`src/rtl/fifo_uart_tx.sv`:
```
// rtl/fifo_uart_tx.sv - drains 32-bit FIFO words onto a UART TX line, LSB byte first (even parity option: FIFO_UART_TX_PARITY_EN)
module fifo_uart_tx #(
    parameter int CLKS_PER_BIT = 434,
    parameter int WIDTH        = 32
) (
    input  logic             clk_sys,
    input  logic             rst_sys_n,
    input  logic             enable_i,
    input  logic             fifo_empty_i,
    input  logic             fifo_ack_i,
    input  logic [WIDTH-1:0] fifo_data_i,
    output logic             fifo_rd_en_o,
    output logic             uart_tx_o,
    output logic             busy_o,
    output logic             word_done_o
);

    localparam int               CNT_W     = (CLKS_PER_BIT > 1) ? $clog2(CLKS_PER_BIT) : 1;
    localparam logic [CNT_W-1:0] BAUD_LAST = CNT_W'(CLKS_PER_BIT - 1);

`ifdef FIFO_UART_TX_PARITY_EN
    typedef enum logic [2:0] {
        S_IDLE, S_WAIT_ACK, S_START, S_DATA, S_STOP, S_PARITY
    } state_t;
`else
    typedef enum logic [2:0] {
        S_IDLE, S_WAIT_ACK, S_START, S_DATA, S_STOP
    } state_t;
`endif

    state_t           state_q, state_d;
    logic [CNT_W-1:0] baud_q, baud_d;
    logic [2:0]       bit_q, bit_d;
    logic [1:0]       idx_q, idx_d;
    logic [WIDTH-1:0] word_q, word_d;
    logic             done_q, done_d;
    logic             baud_wrap;
    logic             rd_req;

    assign baud_wrap = (baud_q == BAUD_LAST);

    // A read is only requested from IDLE; the word_done cycle itself never reads,
    // which leaves a fixed idle-high gap between back-to-back words.
    assign rd_req = rst_sys_n & enable_i & ~fifo_empty_i & ~done_q & (state_q == S_IDLE);

`ifdef FIFO_UART_TX_PARITY_EN
    logic [7:0] cur_byte;
    assign cur_byte = word_q[{idx_q, 3'b000} +: 8];
`endif

    // State, counters, shift word and done pulse registers
    always_ff @(posedge clk_sys or negedge rst_sys_n) begin
        if (!rst_sys_n) begin
            state_q <= S_IDLE;
            baud_q  <= '0;
            bit_q   <= '0;
            idx_q   <= '0;
            word_q  <= '0;
            done_q  <= 1'b0;
        end else begin
            state_q <= state_d;
            baud_q  <= baud_d;
            bit_q   <= bit_d;
            idx_q   <= idx_d;
            word_q  <= word_d;
            done_q  <= done_d;
        end
    end

    // Next-state: baud counter wraps drive every bit/state advance, and restart at 0 on entry
    always_comb begin
        state_d = state_q;
        baud_d  = baud_q;
        bit_d   = bit_q;
        idx_d   = idx_q;
        word_d  = word_q;
        done_d  = 1'b0;
        case (state_q)
            S_IDLE: begin
                baud_d = '0;
                if (rd_req) begin
                    state_d = S_WAIT_ACK;
                end
            end
            S_WAIT_ACK: begin
                baud_d = '0;
                if (fifo_ack_i) begin
                    word_d  = fifo_data_i;
                    idx_d   = '0;
                    bit_d   = '0;
                    state_d = S_START;
                end else begin
                    state_d = S_IDLE;
                end
            end
            S_START: begin
                if (baud_wrap) begin
                    baud_d  = '0;
                    bit_d   = '0;
                    state_d = S_DATA;
                end else begin
                    baud_d = baud_q + 1'b1;
                end
            end
            S_DATA: begin
                if (baud_wrap) begin
                    baud_d = '0;
                    if (bit_q == 3'd7) begin
                        bit_d = '0;
`ifdef FIFO_UART_TX_PARITY_EN
                        state_d = S_PARITY;
`else
                        state_d = S_STOP;
`endif
                    end else begin
                        bit_d = bit_q + 3'd1;
                    end
                end else begin
                    baud_d = baud_q + 1'b1;
                end
            end
`ifdef FIFO_UART_TX_PARITY_EN
            S_PARITY: begin
                if (baud_wrap) begin
                    baud_d  = '0;
                    state_d = S_STOP;
                end else begin
                    baud_d = baud_q + 1'b1;
                end
            end
`endif
            S_STOP: begin
                if (baud_wrap) begin
                    baud_d = '0;
                    if (idx_q == 2'd3) begin
                        idx_d   = '0;
                        done_d  = 1'b1;
                        state_d = S_IDLE;
                    end else begin
                        idx_d   = idx_q + 2'd1;
                        state_d = S_START;
                    end
                end else begin
                    baud_d = baud_q + 1'b1;
                end
            end
            default: begin
                baud_d  = '0;
                state_d = S_IDLE;
            end
        endcase
    end

    // Outputs: line level decoded from state so reset drives the line high at once
    always_comb begin
        uart_tx_o    = 1'b1;
        busy_o       = (state_q != S_IDLE);
        fifo_rd_en_o = rd_req;
        word_done_o  = done_q;
        case (state_q)
            S_START:  uart_tx_o = 1'b0;
            S_DATA:   uart_tx_o = word_q[{idx_q, bit_q}];
`ifdef FIFO_UART_TX_PARITY_EN
            S_PARITY: uart_tx_o = ^cur_byte;
`endif
            default:  uart_tx_o = 1'b1;
        endcase
    end

endmodule

```
`config.mk`:
```
export PLATFORM = sky130hd
export DESIGN_NAME = fifo_uart_tx
export DESIGN_NICKNAME = d
export VERILOG_FILES = /design/src/rtl/fifo_uart_tx.sv
export SDC_FILE = /design/constraint.sdc
export NUM_CORES = 1
export LEC_CHECK = 0
export BUFFER_PORTS_ARGS = -buffer_cell sky130_fd_sc_hd__buf_4
export CAP_MARGIN = 20
export CORE_MARGIN = 5
export CORE_UTILIZATION = 46
export CTS_CLUSTER_DIAMETER = 50
export DETAILED_ROUTE_END_ITERATION = 12
export PLACE_DENSITY_LB_ADDON = 0.08
export SETUP_SLACK_MARGIN = 0.3
export SLEW_MARGIN = 20
export SYNTH_ARGS = -nofsm -noshare
export SYNTH_HDL_FRONTEND = slang
export SYNTH_SLANG_ARGS = --single-unit
```
`constraint.sdc`:
```
create_clock -name clk_sys -period 2.64 [get_ports clk_sys]
set_clock_uncertainty 0.2 [all_clocks]
set_input_delay 0.264 -clock clk_sys [delete_from_list [all_inputs] [get_ports clk_sys]]
set_output_delay 0.264 -clock clk_sys [all_outputs]
set_load 0.05 [all_outputs]
```
* Yosys cells after proc, flatten, opt, wreduce, memory -nomap -nowiden
Cells that the tools add are included.
W data, S select, Z words.
** Storage, ports and cells
- Register bits :: 50
- Input port bits :: 37
- Output and inout bits :: 4
- Logic and storage cells :: 63
** Cells by class
- $add $sub $neg :: 3
- Order comparisons :: 1
- Equality and inequality tests :: 13
- Multiplexer cells :: 25
- Bitwise gates (word level) :: 6
- Reductions and logical operators :: 9
** Operator list (count)
- $mux W3 :: 9
- $mux W9 :: 2
- $pmux W3 S5 :: 1
- $ne A2 B2 Y1 const B :: 6
- $mux W2 :: 5
- $add A9 B1 Y9 const B :: 1
- $eq A9 B9 Y1 const B :: 1
- $pmux W3 S3 :: 1
- $eq A3 B2 Y1 const B :: 2
- $eq A3 B3 Y1 const B :: 2
- $lt A5 B6 Y1 const B :: 1
- $reduce_bool A3 Y1 :: 2
- $bmux W1 S5 :: 1
- $reduce_and A5 Y1 :: 1
- $and A1 B1 Y1 :: 4
- $mux W1 :: 4
- $pmux W2 S2 :: 1
- $reduce_and A4 Y1 :: 1
- $add A3 B1 Y3 const B :: 1
- $eq A3 B1 Y1 const B :: 1
- $logic_not A3 Y1 :: 1
- $reduce_and A3 Y1 :: 1
- $reduce_or A3 Y1 :: 1
- $add A2 B1 Y2 const B :: 1
- other kinds (5) :: 6

* Longest topological paths before layout
- Depth in word-level cells :: 6
- Mapped depth :: 7
- Mapped depth without buffers :: 6

* Least setup slack after synthesis
No wires, ideal clock.
- Kind :: register -> output
- Start point :: register bit_q[0]
- End point :: output port uart_tx_o
- Arrival time :: 2.699 ns
- Data required time :: 2.176 ns
- Slack :: -0.523 ns
- Cell stages (with the launch flop) :: 6
- Path buffers :: 1
- Cells stage by stage :: dfrtp_1 -> buf_6 -> mux4_2 -> mux2_2 -> a221oi_1 -> o41ai_1
** On the way
- Longest elaborated chain between the ends :: 3
** Ends and longest elaborated chain
- start, declared :: RTL line 33 : logic [2:0] bit_q, bit_d;
- start signal, assigned :: RTL line 63 : bit_q <= bit_d;
- $bmux W1 S5 :: RTL line 162 : S_DATA: uart_tx_o = word_q[{idx_q, bit_q}];
- $mux W1 (not written as such) :: RTL line 162
- $pmux W1 S2 :: RTL line 160 : case (state_q)
- end, declared :: RTL line 13 : output logic uart_tx_o,
Every way passes these cells. The select of a mux whose other input is x is not followed.

* Final worst setup path
Same ends and word-level chain as after synthesis.

==> load_flow_metrics.sql <==
INSERT INTO impl_metrics (metric_group, metric, value, unit) VALUES
('placed_design', 'dp.cells', '298', ''),
('global_routing', 'first_global_vias', '1813', ''),
('critical_path', 'r2r_slack', '390', 'ps'),
('critical_path', 'rr_worst_depth', '9', ''),
('final_layout', 'mostFrequentLayoutCells', 'buf_4 (50), dfrtp_1 (49), mux2_2 (36)', ''),
('power_and_ir_drop', 'net-switching-power', '1100', 'uW'),
('logic_synthesis', 'synth_edf_count', '0', ''),
('run_status', 'outcome', 'finished, final reports clean', ''),
('floorplanning', 'core-area', '0.00517', 'mm^2'),
('routing', 'route.detailed.drc', '0', ''),
('power_and_ir_drop', 'finalPower', '3250', 'uW'),
('logic_synthesis', 'async_flop_share', '100', '%'),
('floorplanning', 'design.die.area', '0.00693', 'mm^2'),
('logic_synthesis', 'syn_area_per_cell', '13.0', 'um^2'),
('clock_network', 'cts_htree_levels', '2', ''),
('logic_synthesis', 'total_of_flip_flops_plus_latches_after_synthesis', '50', ''),
('power_and_ir_drop', 'proportion_of_power_drawn_by_the_clock_network', '13.6', '%'),
('power_and_ir_drop', 'power.density', '970', 'mW/mm^2'),
('routing', 'postRouteWirelength', '5.04', 'mm'),
('final_layout', 'antenna_cells', '0', ''),
('critical_path', 'crit_type', 'reg -> out', ''),
('power_and_ir_drop', 'ir_worst_vdd', '0.489', 'mV'),
('routing', 'ant_nets', '0', ''),
('critical_path', 'cp-startpoint', 'bit_q[0]', ''),
('routing', 'drt-initial-drc-count', '81', ''),
('sta', 'hold_viol_final', '0', ''),
('final_layout', 'growth_of_design_area_from_synthesis_to_finish', '35.7', '%'),
('power_and_ir_drop', 'p_seq_share', '41.6', '%'),
('global_routing', 'grtUsageTotal', '15.6', '%'),
('logic_synthesis', 'synth-warning-count', '0', ''),
('placed_design', 'portBuffers', '40', ''),
('sta', 'setup_viol', '0', ''),
('logic_synthesis', 'syn-instance-count', '190', ''),
('global_routing', 'globalRouteOverflowTotal', '0', ''),
('logic_synthesis', 'synthesized_net_count', '232', ''),
('routing', 'routed_wire_length_per_instance', '14.9', 'um'),
('sta', 'timing.final.max_slew_violations', '0', ''),
('routing', 'num_vias', '1744', ''),
('logic_synthesis', 'synthesis.area', '0.00247', 'mm^2'),
('floorplanning', 'chipHeight', '83.3', 'um'),
('sta', 'rsz0062_at_grt', 'yes', ''),
('critical_path', 'worstReg2RegStart', 'bit_q[0]', ''),
('routing', 'routed_via_density', '5.16', ''),
('placed_design', 'gp_congestion', '0.784', ''),
('critical_path', 'worstPathRequired', '2180', 'ps'),
('power_and_ir_drop', 'static-leakage-power', '0.00147', 'uW'),
('logic_synthesis', 'dominantRegCellSynth', 'dfrtp_1', ''),
('sta', 'slew_headroom', '58.8', '%'),
('floorplanning', 'io-pin-count', '41', ''),
('floorplanning', 'chipWidth', '83.3', 'um'),
('sta', 'hold_slack', '11.2', 'ps'),
('sta', 'period_minus_slack', '2600', 'ps'),
('clock_network', 'worstSkewPairLatency', '290', 'ps'),
('global_routing', 'global_route.peak_usage_layer', 'met2', ''),
('clock_network', 'clock-root-buffer', 'clkbuf_8', ''),
('routing', 'detail_route.first_pass.iterations', '4', ''),
('worst_hold_path', 'hp_class', 'in -> reg', ''),
('sta', 'max_freq', '0.385', 'GHz'),
('logic_synthesis', 'number_of_library_cell_types_mapped_by_synthesis', '39', ''),
('power_and_ir_drop', 'share_comb_of_total_power', '44.8', '%'),
('global_routing', 'gr-usage-met2', '26.8', '%'),
('final_layout', 'finish.net_count', '309', ''),
('clock_network', 'inserted_clock_buffers', '5', ''),
('floorplanning', 'floorplan.initialDensity', '47.8', '%'),
('flow_run', 'max_cap_violations', '0', ''),
('clock_network', 'clkSlewWorstSetupHoldPaths', '80', 'ps'),
('placed_design', 'hpwl_detailed', '3.67', 'mm'),
('critical_path', 'worstSetupEndpoint', 'uart_tx_o', ''),
('clock_network', 'cts_buffer_depth', '2', ''),
('power_and_ir_drop', 'switching_share_of_power', '33.8', '%'),
('global_routing', 'met3_routing_resource_usage_after_global_routing', '4.06', '%');
cells in the mapped netlist, types with 4 or more instances:
master   number  share of area, %
nor2b_1       4               1.0
nand3_1       5               1.0
nor2_1       15               2.3
ha_1          5               2.5
a21oi_1       5               1.0
dfrtp_1      50                51
mux4_1        4               4.3
mux2_2       38                17
nand2_1       4              0.61
mux2i_1       8               3.2
xnor2_1       4               1.4
inv_1         9               1.4
worst min-delay path by stage:
stage               cells after the start             from         end
finish                                  2  fifo_data_i[24]  word_q[24]
global route                            2  fifo_data_i[17]  word_q[17]
CTS                                     2  fifo_data_i[24]  word_q[24]
detailed placement                      2        rst_sys_n  state_q[2]
global placement                        2        rst_sys_n   baud_q[6]
floorplan                               0        rst_sys_n   baud_q[0]
cells by family after synthesis:
family / after synthesis / share of synthesized area [%]
xor gates and xnor gates: 5 / 1.77
DFF: 50 / 50.7
buffers and inverters: 18 / 3.90
and+or+nand+nor: 44 / 10.6
muxes: 51 / 25.7
adders and majority gates: 5 / 2.53
AOI/OAI and AO/OA: 17 / 4.76
layout make-up:
cell class	instances	area [um^2]
fill	398	1820
sequential	50	1250
multi-input combinational	122	1210
timing repair buffer	79	671
tap	70	87.6
clock buffer	7	86.3
inverter	9	33.8
clock inverter	1	5.00
flip-flops by register name, indices dropped and copies added (netlist names):
signal / count
baud_q: 9
word_done_o: 1
bit_q: 3
word_q: 32
idx_q: 2
state_q: 3
power groups by stage:
stage | combinational, uW | clock, uW | sequential, uW
3_5_place_dp | 1230 | 0 | 1350
3_3_place_gp | 1170 | 0 | 1350
5_1_grt | 1580 | 492 | 1400
2_1_floorplan | 1020 | 0 | 1220
4_1_cts | 1390 | 468 | 1340
6_report | 1460 | 442 | 1350
layer usage:
layer,vias to the layer above,part of all wire [%],wire length [um]
li1,832,-,-
met1,882,45,2270
met2,28,51,2560
met3,2,3.6,181
met4,0,0.63,32
met5,-,0,0
timing repair:
item	in CTS	in global routing
gates resized for setup	10	6
setup endpoints to repair	1	3
pin swaps	3	3
hold endpoints to repair	72	2
buffers inserted	4	3
hold buffers	23	2
worst max-delay path, cell delays in order, from the launching register on:
cell and delay [ps]:
dfrtp_2 440, buf_6 120, mux4_2 470, mux2_4 300, a221oi_4 250, o41ai_4 100, buf_6 170
stage by stage:
| step | worst slack (ps) | cell area (um^2) | util (%) | TNS, ps |
|---|---|---|---|---|
| after CTS | -47.6 | 3270 | 63.3 | -47.6 |
| after global placement | 196 | 2880 | 55.7 | 0 |
| final | 42.1 | 3350 | 64.8 | 0 |
| after detailed placement | 162 | 2880 | 55.7 | 0 |
| after floorplan | 315 | 2500 | - | 0 |
| after global routing | -33.5 | 3350 | 64.8 | -33.5 |
Note: power is estimated with default switching activity, not from simulation.
